<file path="src/rtl/cordic_mul_pipe_sat_if.sv">
// Operand/result bus for cordic_mul_pipe_sat.
//   master : operand source and result consumer (drives in_valid, din0, din1, out_ready, ovf_clr)
//   slave  : the multiplier (drives in_ready, out_valid, dout, dout_ovf, ovf_cnt)
interface cordic_mul_pipe_sat_if #(
  parameter int unsigned A_W   = 13,
  parameter int unsigned B_W   = 12,
  parameter int unsigned OUT_W = 22,
  parameter int unsigned CNT_W = 16
) ();
  logic                    in_valid;
  logic                    in_ready;
  logic signed [A_W-1:0]   din0;
  logic signed [B_W-1:0]   din1;
  logic                    out_valid;
  logic                    out_ready;
  logic signed [OUT_W-1:0] dout;
  logic                    dout_ovf;
  logic [CNT_W-1:0]        ovf_cnt;
  logic                    ovf_clr;

  modport master (
    output in_valid, din0, din1, out_ready, ovf_clr,
    input  in_ready, out_valid, dout, dout_ovf, ovf_cnt
  );

  modport slave (
    input  in_valid, din0, din1, out_ready, ovf_clr,
    output in_ready, out_valid, dout, dout_ovf, ovf_cnt
  );
endinterface

</file>
<file path="src/rtl/cordic_mul_pipe_sat.sv">
// Pipelined signed multiplier with post-multiply scaling, optional round-half-up,
// saturation or wrap, per-beat overflow flag and a saturating overflow event counter.
// Ports:
//   ap_clk    clock, rising edge
//   ap_rst_n  asynchronous active-low reset
//   bus       cordic_mul_pipe_sat_if.slave: in_valid/in_ready/din0/din1 operand beat,
//             out_valid/out_ready/dout/dout_ovf result beat, ovf_cnt/ovf_clr counter
// Stage 1 multiplies, stages 2..NUM_STAGE-1 are plain delays (retiming slack for the DSP),
// the last stage rounds, shifts and range-limits. With NUM_STAGE=1 everything is one stage.
module cordic_mul_pipe_sat #(
  parameter int unsigned A_W       = 13,
  parameter int unsigned B_W       = 12,
  parameter int unsigned OUT_W     = 22,
  parameter int unsigned SHIFT     = 3,
  parameter int unsigned ROUND     = 1,
  parameter int unsigned SAT       = 1,
  parameter int unsigned NUM_STAGE = 3,
  parameter int unsigned CNT_W     = 16
) (
  input logic                  ap_clk,
  input logic                  ap_rst_n,
  cordic_mul_pipe_sat_if.slave bus
);

  localparam int unsigned P_W  = A_W + B_W;
  // Result width: one guard bit above the product so the rounding add cannot wrap,
  // widened further if the output is wider than that.
  localparam int unsigned RW   = (P_W + 1 > OUT_W) ? P_W + 1 : OUT_W;
  localparam int          NDLY = int'(NUM_STAGE) - 1;
  localparam int unsigned RSH  = (SHIFT > 0) ? SHIFT - 1 : 0;

  localparam logic signed [RW-1:0] RND =
    (ROUND != 0 && SHIFT > 0) ? ({{(RW-1){1'b0}}, 1'b1} << RSH) : '0;
  localparam logic signed [RW-1:0] MAXV = {{(RW-OUT_W+1){1'b0}}, {(OUT_W-1){1'b1}}};
  localparam logic signed [RW-1:0] MINV = ~MAXV;
  localparam logic signed [OUT_W-1:0] OMAX = {1'b0, {(OUT_W-1){1'b1}}};
  localparam logic signed [OUT_W-1:0] OMIN = {1'b1, {(OUT_W-1){1'b0}}};

  logic adv;
  logic out_valid_q;
  logic signed [OUT_W-1:0] dout_q, dout_d;
  logic ovf_q, ovf;
  logic [CNT_W-1:0] cnt_q;

  // Whole pipe moves as one; a stalled output freezes every stage.
  assign adv          = bus.out_ready | ~out_valid_q;
  assign bus.in_ready = adv;

  logic signed [P_W-1:0] a_ext, b_ext, prod;
  assign a_ext = P_W'(bus.din0);
  assign b_ext = P_W'(bus.din1);
  assign prod  = a_ext * b_ext;

  // Product and valid entering the final scaling stage.
  logic signed [P_W-1:0] pre_p;
  logic                  pre_v;

  if (NUM_STAGE == 1) begin : g_direct
    assign pre_p = prod;
    assign pre_v = bus.in_valid;
  end else begin : g_dly
    logic signed [P_W-1:0] p_q [NDLY];
    logic                  v_q [NDLY];

    always_ff @(posedge ap_clk or negedge ap_rst_n) begin
      if (!ap_rst_n) begin
        for (int i = 0; i < NDLY; i++) begin
          p_q[i] <= '0;
          v_q[i] <= 1'b0;
        end
      end else if (adv) begin
        p_q[0] <= prod;
        v_q[0] <= bus.in_valid;
        for (int i = 1; i < NDLY; i++) begin
          p_q[i] <= p_q[i-1];
          v_q[i] <= v_q[i-1];
        end
      end
    end

    assign pre_p = p_q[NDLY-1];
    assign pre_v = v_q[NDLY-1];
  end

  logic signed [RW-1:0] sum, r;

  always_comb begin
    sum    = $signed({{(RW-P_W){pre_p[P_W-1]}}, pre_p}) + RND;
    r      = sum >>> SHIFT;
    ovf    = (r > MAXV) || (r < MINV);
    dout_d = r[OUT_W-1:0];
    if (SAT != 0) begin
      if (r > MAXV) begin
        dout_d = OMAX;
      end else if (r < MINV) begin
        dout_d = OMIN;
      end
    end
  end

  always_ff @(posedge ap_clk or negedge ap_rst_n) begin
    if (!ap_rst_n) begin
      out_valid_q <= 1'b0;
      dout_q      <= '0;
      ovf_q       <= 1'b0;
    end else if (adv) begin
      out_valid_q <= pre_v;
      dout_q      <= dout_d;
      ovf_q       <= ovf & pre_v;
    end
  end

  // Clear wins over a same-cycle increment; counter sticks at all-ones.
  always_ff @(posedge ap_clk or negedge ap_rst_n) begin
    if (!ap_rst_n) begin
      cnt_q <= '0;
    end else if (bus.ovf_clr) begin
      cnt_q <= '0;
    end else if (out_valid_q && bus.out_ready && ovf_q && (cnt_q != '1)) begin
      cnt_q <= cnt_q + CNT_W'(1);
    end
  end

  assign bus.out_valid = out_valid_q;
  assign bus.dout      = dout_q;
  assign bus.dout_ovf  = ovf_q;
  assign bus.ovf_cnt   = cnt_q;

endmodule

</file>
<file path="src/flat_wrapper.sv">
// flat-port wrapper written by rule: the top's interface ports become plain ports
module cordic_mul_pipe_sat_flat 
#(
  parameter int unsigned A_W       = 13,
  parameter int unsigned B_W       = 12,
  parameter int unsigned OUT_W     = 22,
  parameter int unsigned SHIFT     = 3,
  parameter int unsigned ROUND     = 1,
  parameter int unsigned SAT       = 1,
  parameter int unsigned NUM_STAGE = 3,
  parameter int unsigned CNT_W     = 16
)
  (ap_clk, ap_rst_n, bus_in_valid, bus_din0, bus_din1, bus_out_ready, bus_ovf_clr, bus_in_ready, bus_out_valid, bus_dout, bus_dout_ovf, bus_ovf_cnt);
  cordic_mul_pipe_sat_if #(.A_W(A_W), .B_W(B_W), .OUT_W(OUT_W), .CNT_W(CNT_W)) bus_i ();
  input logic ap_clk;
  input logic ap_rst_n;
  input wire logic [$bits(bus_i.in_valid)-1:0] bus_in_valid;
  input wire logic [$bits(bus_i.din0)-1:0] bus_din0;
  input wire logic [$bits(bus_i.din1)-1:0] bus_din1;
  input wire logic [$bits(bus_i.out_ready)-1:0] bus_out_ready;
  input wire logic [$bits(bus_i.ovf_clr)-1:0] bus_ovf_clr;
  output wire logic [$bits(bus_i.in_ready)-1:0] bus_in_ready;
  output wire logic [$bits(bus_i.out_valid)-1:0] bus_out_valid;
  output wire logic [$bits(bus_i.dout)-1:0] bus_dout;
  output wire logic [$bits(bus_i.dout_ovf)-1:0] bus_dout_ovf;
  output wire logic [$bits(bus_i.ovf_cnt)-1:0] bus_ovf_cnt;
  assign bus_i.in_valid = bus_in_valid;
  assign bus_i.din0 = bus_din0;
  assign bus_i.din1 = bus_din1;
  assign bus_i.out_ready = bus_out_ready;
  assign bus_i.ovf_clr = bus_ovf_clr;
  assign bus_in_ready = bus_i.in_ready;
  assign bus_out_valid = bus_i.out_valid;
  assign bus_dout = bus_i.dout;
  assign bus_dout_ovf = bus_i.dout_ovf;
  assign bus_ovf_cnt = bus_i.ovf_cnt;
  cordic_mul_pipe_sat #(.A_W(A_W), .B_W(B_W), .OUT_W(OUT_W), .SHIFT(SHIFT), .ROUND(ROUND), .SAT(SAT), .NUM_STAGE(NUM_STAGE), .CNT_W(CNT_W)) u_core (.ap_clk(ap_clk), .ap_rst_n(ap_rst_n), .bus(bus_i));
endmodule
</file>
<file path="config.mk">
export PLATFORM = sky130hd
export DESIGN_NAME = cordic_mul_pipe_sat_flat
export DESIGN_NICKNAME = d
export VERILOG_FILES = /design/src/rtl/cordic_mul_pipe_sat_if.sv /design/src/rtl/cordic_mul_pipe_sat.sv /design/src/flat_wrapper.sv
export SDC_FILE = /design/constraint.sdc
export NUM_CORES = 1
export LEC_CHECK = 0
export CAP_MARGIN = 5
export CORE_MARGIN = 2
export CORE_UTILIZATION = 45
export DETAILED_ROUTE_END_ITERATION = 16
export GPL_ROUTABILITY_DRIVEN = 1
export GPL_TIMING_DRIVEN = 0
export MAX_ROUTING_LAYER = met4
export PLACE_DENSITY = 0.73
export SLEW_MARGIN = 20
export SYNTH_ARGS = -nofsm -noshare
export SYNTH_HDL_FRONTEND = slang
export SYNTH_SLANG_ARGS = --single-unit
</file>
<file path="constraint.sdc">
create_clock -name ap_clk -period 1.9 [get_ports ap_clk]
set_input_delay 0.285 -clock ap_clk [delete_from_list [all_inputs] [get_ports ap_clk]]
set_output_delay 0.285 -clock ap_clk [all_outputs]
set_load 0.02 [all_outputs]
</file>
==> results by group, run 1 <==
Timing
  – Setup Viol. Count Final: 72
  – RSZ-0062 raised after global routing: true
  – Fin. Hold Viols: 0
  – Max Transition Viols Final: 0
  – Period minus WS final: approximately 4.7 ns
  – Final setup skew: about 0.0075 ns
  – Final worst slack: -2.78 ns
  – Slew HR: 0.492
  – Worst-margin pin slew: around 0.76 ns
  – Period utilisation layout: 2.47
  – Fmax: between 200 and 250 MHz

Critical path
  – CP Capture Type: register
  – Setup crit start kind: input port
  – R2r endpoint: u_core.pre_p[18]
  – Worst Reg2Reg Path Length in Cells: 7
  – CP arrival: roughly 5 ns
  – Setup CP Type: in -> reg
  – Worst R2R Start: u_core.bus.out_valid
  – Reg2Reg Setup Slack: -0.52 ns
  – Crit Path Max Fanout: 7
  – WP data required: between 2 and 2.5 ns

Route
  – Routed Antenna Nets: 0
  – Via density: between 5 and 6
  – WL final: approximately 26 mm
  – Total number of vias: ~8400
  – DRC violations left: 0
  – Detailed Routing Iterations Pass 1: 5
  – DR iter-0 viols: between 500 and 600
  – Routed wire per std cell: about 17 um

Placed design
  – Pre-CTS WS: -3.77 ns
  – Port buffer count: 69
  – DPL Wire Length: 18.3 mm
  – Dpl cell area: 0.0118 mm2
  – Routability cong.: about 0.9

Global routing
  – Total gr overflow: 0
  – Vias in the first global route: approximately 9000
  – Initial antenna violation count: 0
  – First-pass GRT wire length: about 44 mm
  – Pin count of the biggest net entering global routing: 50
  – Overall Global Routing Usage: 0.239

Layout
  – Syn-to-layout area delta: 40.1%
  – Most common cell after layout, fill and taps aside: nand2_1
  – Most frequent cells in the layout: 175 x nand2_1, 161 x inv_1, 129 x fa_1, 82 x dfrtp_1, 65 x buf_4
  – Design area: 0.0139 mm2
  – Core Util, Final: 0.640
  – Fillers: around 1600
  – Ant. Diodes: 0
  – Final Net Count: roughly 1500
  – Share of cells above drive strength 1: 0.310

Synthesis
  – Dominant synthesized flop cell: dfrtp_1
  – Sequential element share of the synthesized area: 0.222
  – Flops & latches, synth: a little under 90
  – Asr flop ratio synth: 1.00
  – Yosys warning total: 0
  – Yosys cell types: 61
  – Cell Area, Synth: 0.00991 mm2
  – Syn Area/Cell: ~9 um2
  – Net count after synthesis: about 1300
  – Synthesized instance count: 1110
  – EDFF count, synth: 0

Hold path
  – HP Class: in -> reg
  – Hold Crit Depth: 2
  – Hold path start: bus_ovf_clr
  – Worst hold endpoint: u_core.bus.ovf_cnt[4]

Status
  – Failing checks: negative setup slack
  – Status: finished, violations left

Die
  – Starting Density: 0.457
  – Die Y: between 150 and 200 um
  – Die span in x: between 150 and 200 um
  – Core Region: ~0.022 mm2
  – Die area: roughly 0.023 mm2
  – Row cnt: 54
  – # IOs: 71

Pwr
  – Peak supply drop: 2.12 mV
  – Pwr/cell area: about 2000 mW/mm2
  – Pwr Total: ~28 mW
  – P_leak: ~6.4 nW

Clock network
  – Clk Latency, worst-skew pair: around 0.35 ns
  – CTS Root Cell: clkbuf_16
  – TritonCTS buffer count: 9
  – Worst-path clk slew: around 0.07 ns
  – Clock sinks: slightly below 90
  – Clock Path Buffers: 2
  – Htree depth: 3
  – CTS tree: built

Run
  – Number of max-cap violations: 0
==> final cells by class <==
class | count | area [um2] | share of cell area
timing repair buffer | 176 | 1800 | 0.129
inverter | 205 | 782 | 0.0563
buffer | 44 | 569 | 0.0410
clock inverter | 6 | 115 | 0.00829
sequential | 88 | 2210 | 0.159
clock buffer | 10 | 239 | 0.0172
tap | 280 | 350 | 0.0252
multi-input combinational | 772 | 7830 | 0.563
==> report_power, final <==
group          total (mW)  switching [mW]  internal (mW)  leakage, nW
Clock                2.09           0.758           1.33        0.169
Combinational        22.1            11.2           10.9         5.21
Sequential           3.42           0.663           2.76         1.06
Total                27.6            12.6           15.0         6.44
==> synth_stat cells, types with 3 or more instances <==
cell / n / area, um2
nand2_1: 214 / 803
inv_1: 203 / 762
fa_1: 148 / 2960
dfrtp_1: 88 / 2200
nor2_1: 61 / 229
ha_1: 54 / 676
and2_1: 43 / 269
clkbuf_1: 39 / 146
xnor2_1: 24 / 210
xor2_1: 24 / 210
nand3_1: 23 / 115
a21oi_1: 21 / 105
a31oi_1: 12 / 75.1
o21a_1: 12 / 90.1
o21ai_0: 12 / 60.1
and3_1: 10 / 62.6
nor3_1: 10 / 50.1
a21o_1: 9 / 67.6
nand4_1: 9 / 56.3
o31ai_1: 9 / 67.6
o22a_1: 8 / 70.1
nand2b_1: 7 / 43.8
a211oi_1: 6 / 45.0
nor4_1: 6 / 37.5
or3_1: 6 / 37.5
buf_1: 4 / 15.0
o211ai_1: 3 / 22.5
==> worst max-delay path, stage by stage <==
cell       delay (ns)
buf_8            0.10
clkbuf_16        0.15
buf_8            0.12
and2_4           0.13
fa_2             0.61
inv_2            0.06
fa_1             0.54
inv_2            0.05
fa_1             0.49
fa_1             0.57
inv_2            0.04
fa_1             0.49
inv_2            0.05
ha_4             0.24
o21a_1           0.19
o21ai_2          0.19
a21oi_2          0.08
or3_1            0.36
o41ai_2          0.07
nor3_2           0.09
==> sequential cells by signal, indices dropped and copies added (netlist names) <==
register	count
u_core.pre_p	23
u_core.g_dly.v_q	1
u_core.bus.out_valid	1
u_core.pre_v	1
u_core.bus.dout	22
u_core.g_dly.p_q	23
u_core.bus.ovf_cnt	16
u_core.bus.dout_ovf	1
==> stage by stage <==
step,TNS [ns],hold WS (ns),instances
detailed placement,-111.07,0.310,1460
global placement,-342.00,0.450,1459
global route,-72.25,0.302,1581
floorplan,-44.97,-0.0106,1110
CTS,-60.82,0.268,1561
finish,-63.61,0.265,1581
==> logic make-up after synthesis <==
group                    count (synthesis)  synth area share
AO/OA/AOI/OAI                          108            0.0755
flip-flops                              88             0.222
buffers and inverters                  250            0.0962
multiplexers                             3           0.00353
AND/OR/NAND/NOR                        410             0.191
XOR/XNOR                                49            0.0447
adder cells (fa/ha/maj)                202             0.367
==> worst max-delay path by stage <==
| stage | start | to | slack [ns] |
|---|---|---|---|
| detailed placement | bus_din1[11] | u_core.g_dly.p_q[47] | -3.77 |
| CTS | bus_din0[10] | u_core.g_dly.p_q[47] | -2.79 |
| finish | bus_din0[12] | u_core.g_dly.p_q[49] | -2.78 |
| global route | bus_din0[12] | u_core.g_dly.p_q[49] | -2.91 |
| floorplan | bus_din0[12] | u_core.g_dly.p_q[47] | -2.79 |
| global placement | bus_din1[11] | u_core.g_dly.p_q[47] | -3.70 |
==> timing repair <==
item,CTS,global route
setup buffers,77,26
setup endpoints to repair,79,83
hold buffers,1,0
pin swaps,110,113
cloned,7,0
endpoints found under the hold margin,39,0
gates resized for setup,264,86
==> routing by layer <==
layer | part of all wire | track usage | vias to the layer above
met5 | 0 | - | -
met4 | 0.028 | 0.0547 | 0
met3 | 0.049 | 0.0429 | 58
met2 | 0.52 | 0.417 | 221
met1 | 0.40 | 0.291 | 4314
li1 | - | - | 3809
(Power assumes the default switching activity.)
==> inputs of run 2 (changes only) <==
- TNS_END_PERCENT: not set -> 20
==> results by group, run 2 <==
Clock network
  – Htree depth: 3
  – TritonCTS buffer count: 9
  – CTS Root Cell: clkbuf_16
  – Clock Path Buffers: 2
  – Clock sinks: 88

Synthesis
  – Sequential element share of the synthesized area: 0.222
  – Synthesized instance count: around 1100
  – Ranking of synthesized cells by area: fa_1 30%, dfrtp_1 22%, nand2_1 8.1%, inv_1 7.7%, ha_1 6.8%
  – Dominant synthesized flop cell: dfrtp_1
  – Cell Area, Synth: approximately 0.01 mm2
  – Net count after synthesis: approximately 1300
  – Synth top area share: 0.299
  – Flops & latches, synth: slightly below 90
  – Commonest cells post-synth: 214 x nand2_1, 203 x inv_1, 148 x fa_1, 88 x dfrtp_1, 61 x nor2_1
  – Yosys warning total: 0
  – Syn Area/Cell: between 8 and 9 um2
  – Post-synth top area cell: fa_1
  – Asr flop ratio synth: 1.00
  – Yosys cell types: 61
  – EDFF count, synth: 0
  – Dominant cell by count in the synthesized netlist: nand2_1

Timing
  – GR repair worst EP: u_core.g_dly.p_q[47]$_DFFE_PN0P_/D
  – Kind of the worst endpoint: register input

Global routing
  – Initial antenna violation count: 0
  – Total gr overflow: 0
  – Pin count of the biggest net entering global routing: 53
  – Overall Global Routing Usage: 0.243
  – Vias in the first global route: ~8900
  – First-pass GRT wire length: roughly 45 mm

Die
  – Die Y: around 150 um
  – # IOs: about 70
  – Die span in x: 152 um
  – Row cnt: between 50 and 60
  – Starting Density: 0.457

Placed design
  – Routability cong.: between 0.8 and 0.9
  – Port buffer count: slightly below 70
  – DPL Wire Length: 18.3 mm
  – Pre-CTS WS: -3.94 ns

Status
  – Status: did not finish
  – Log Error: [ERROR DRT-0255] Maze Route cannot find path of net ap_clk in worker of routeBox ( 144900 0 ) ( 152415 48300 ).
  – Last stage: detailed routing
-- run 2: per-layer routing --
metal	global-route usage
met5	-
met4	0.0913
met3	0.0313
met2	0.424
met1	0.290
-- run 2: metrics by stage --
| step | utilization | instances | area, um2 |
|---|---|---|---|
| CTS | 0.606 | 1570 | 13200 |
| global route | 0.631 | 1589 | 13700 |
| floorplan | - | 1110 | 10200 |
| detailed placement | 0.517 | 1460 | 11200 |
| global placement | 0.516 | 1459 | 11200 |
-- run 2: repair_timing --
action                                  CTS  global route
setup buffers                            85            20
endpoints found under the hold margin    36             0
gates resized for setup                 338           125
pin swaps                               127           102
gates cloned                              8             0
hold buffers                              1             0
endpoints found under the setup margin   86            80
-- run 2: cells by family after synthesis --
group / Yosys count / share of synthesized area
simple gates: 410 / 0.191
buf+inv: 250 / 0.0962
fa+ha+maj: 202 / 0.367
compound gates: 108 / 0.0755
flops: 88 / 0.222
xor+xnor: 49 / 0.0447
mux: 3 / 0.00353
==> inputs of run 3 (changes only) <==
- CORE_UTILIZATION: 45 -> 30
- MAX_ROUTING_LAYER: met4 -> not set
- PLACE_DENSITY: 0.73 -> not set
- PLACE_DENSITY_LB_ADDON: not set -> 0.15
- clock period: 1.9 -> 2.47 ns (I/O delays scaled with it)
==> results by group, run 3 (synthesis gave the netlist of run 1 again) <==
Layout
  – Ant. Diodes: 0
  – Final Net Count: about 1500
  – Most common cell after layout, fill and taps aside: nand2_1
  – Share of cells above drive strength 1: 0.269
  – Most frequent cells in the layout: 196 x nand2_1, 167 x inv_1, 129 x fa_1, 88 x dfrtp_1, 79 x buf_4
  – Syn-to-layout area delta: 37.1%
  – Design area: 0.0136 mm2

Timing
  – Setup Viol. Count Final: 22
  – Final worst slack: -2.22 ns
  – Slew HR: 0.407
  – RSZ-0062 raised after global routing: true
  – Period utilisation layout: 1.90
  – Fin Setup TNS: -35.79 ns
  – Period minus WS final: between 4 and 5 ns
  – Fmax: around 210 MHz
  – Worst-margin pin slew: 0.867 ns
  – Final setup skew: ~0.013 ns
  – Max Transition Viols Final: 0
  – Fin. Hold Viols: 0

Pwr
  – Pwr/cell area: ~1500 mW/mm2
  – P_leak: between 6 and 7 nW
  – Pwr Total: roughly 21 mW
  – Peak supply drop: approximately 1.1 mV

Route
  – Detailed Routing Iterations Pass 1: 5
  – DRC violations left: 0
  – Routed Antenna Nets: 0
  – Routed wire per std cell: ~16 um
  – Via density: around 4.6
  – DR iter-0 viols: around 350
  – WL final: about 28 mm
  – Total number of vias: roughly 8000

Clock network
  – Clock sinks: 88
  – CTS Root Cell: clkbuf_16
  – Htree depth: 3
  – Worst-path clk slew: 0.07 ns
  – CTS tree: built
  – Clk Latency, worst-skew pair: about 0.35 ns
  – TritonCTS buffer count: 9
  – Clock Path Buffers: 2

Global routing
  – Pin count of the biggest net entering global routing: 55
  – Overall Global Routing Usage: 0.169
  – Vias in the first global route: ~8300
  – Initial antenna violation count: 0
  – First-pass GRT wire length: ~46 mm
  – Total gr overflow: 0

Hold path
  – HP Class: in -> reg
  – Hold Crit Depth: 2

Critical path
  – Slowest stage delay, CP: slightly above 0.6 ns
  – CP Capture Type: register
  – CP max stage cell: fa_2
  – CP dominant cell by count: fa_1
  – CP arrival: 4.90 ns
  – Crit Path Max Fanout: 6
  – Worst Reg2Reg Path Length in Cells: 7
  – Setup CP Type: in -> reg
  – Crit path cell chain: buf_8, clkbuf_16, and2_4, fa_2, inv_2, fa_1, fa_1, fa_1, fa_1, inv_2, ha_4, nand4_1, buf_4, nor2_4, o311ai_4, a31oi_2, o21a_1, o31ai_1
  – Setup crit start kind: input port
  – WP data required: 2.69 ns

Placed design
  – DPL Wire Length: roughly 21 mm
  – Port buffer count: 69
  – Pre-CTS WS: -3.47 ns
  – Dpl cell area: approximately 0.011 mm2
  – Routability cong.: slightly above 0.8

Status
  – Failing checks: negative setup slack
  – Status: finished, violations left

Die
  – # IOs: between 70 and 80
  – Core Region: around 0.033 mm2
  – Die Y: 186 um
  – Die area: about 0.035 mm2
  – Row cnt: between 60 and 70
  – Starting Density: 0.305
  – Die span in x: 186 um

Run
  – Number of max-cap violations: 0
## run 3: area by class of cell
type / instances / area, um2
inverter: 205 / 790
tap: 442 / 553
clock buffer: 9 / 225
fill: 3277 / 18900
clock inverter: 7 / 125
timing repair buffer: 175 / 1680
buffer: 45 / 497
multi-input combinational: 772 / 7520
sequential: 88 / 2200
## run 3: power breakdown
part / internal (mW) / switching (mW) / total (mW)
combinational: 8.22 / 8.53 / 16.7
sequential: 2.12 / 0.450 / 2.57
clock: 1.00 / 0.599 / 1.60
total: 11.3 / 9.58 / 20.9
## run 3: worst paths after layout
path / startpoint / endpoint / slack [ns]
setup / recovery: bus_din0[12] / u_core.g_dly.p_q[46] / -2.22
hold / removal: bus_ovf_clr / u_core.bus.ovf_cnt[5] / 0.36
setup reg to reg: u_core.bus.ovf_cnt[0] / u_core.bus.ovf_cnt[10] / 0.21
hold reg to reg: u_core.g_dly.p_q[29] / u_core.g_dly.p_q[29] / 0.47
max in group asynchronous: ap_rst_n / u_core.g_dly.p_q[39] / 1.41
min in group asynchronous: ap_rst_n / u_core.bus.ovf_cnt[6] / 0.48
## run 3: worst max-delay path, delay by kind of cell
family	cells	cell delay, ns
adders and majority gates	6	2.91
buffers and inverters	5	0.54
and+or+nand+nor	3	0.44
AOI/OAI and AO/OA	4	0.61
## run 3: through the flow
stage,std cells,util,hold slack [ns]
after global placement,1621,0.350,0.457
after global routing,1743,0.418,0.388
after CTS,1722,0.404,0.359
after floorplan,1110,-,0.0749
final,1743,0.418,0.357
after detailed placement,1622,0.351,0.289
## run 3: metal layers
layer,track usage,up-vias,wire (um)
li1,-,3822,-
met2,0.298,168,13600
met4,0.0296,0,349
met1,0.228,3939,12900
met3,0.0172,25,884
met5,0,-,0
## run 3: what timing repair did
action,in CTS,in global routing
buffers inserted,69,21
pin swaps,108,84
hold buffers,1,0
endpoints found under the setup margin,43,33
gates resized for setup,292,106
cloned,14,0
endpoints found under the hold margin,34,0
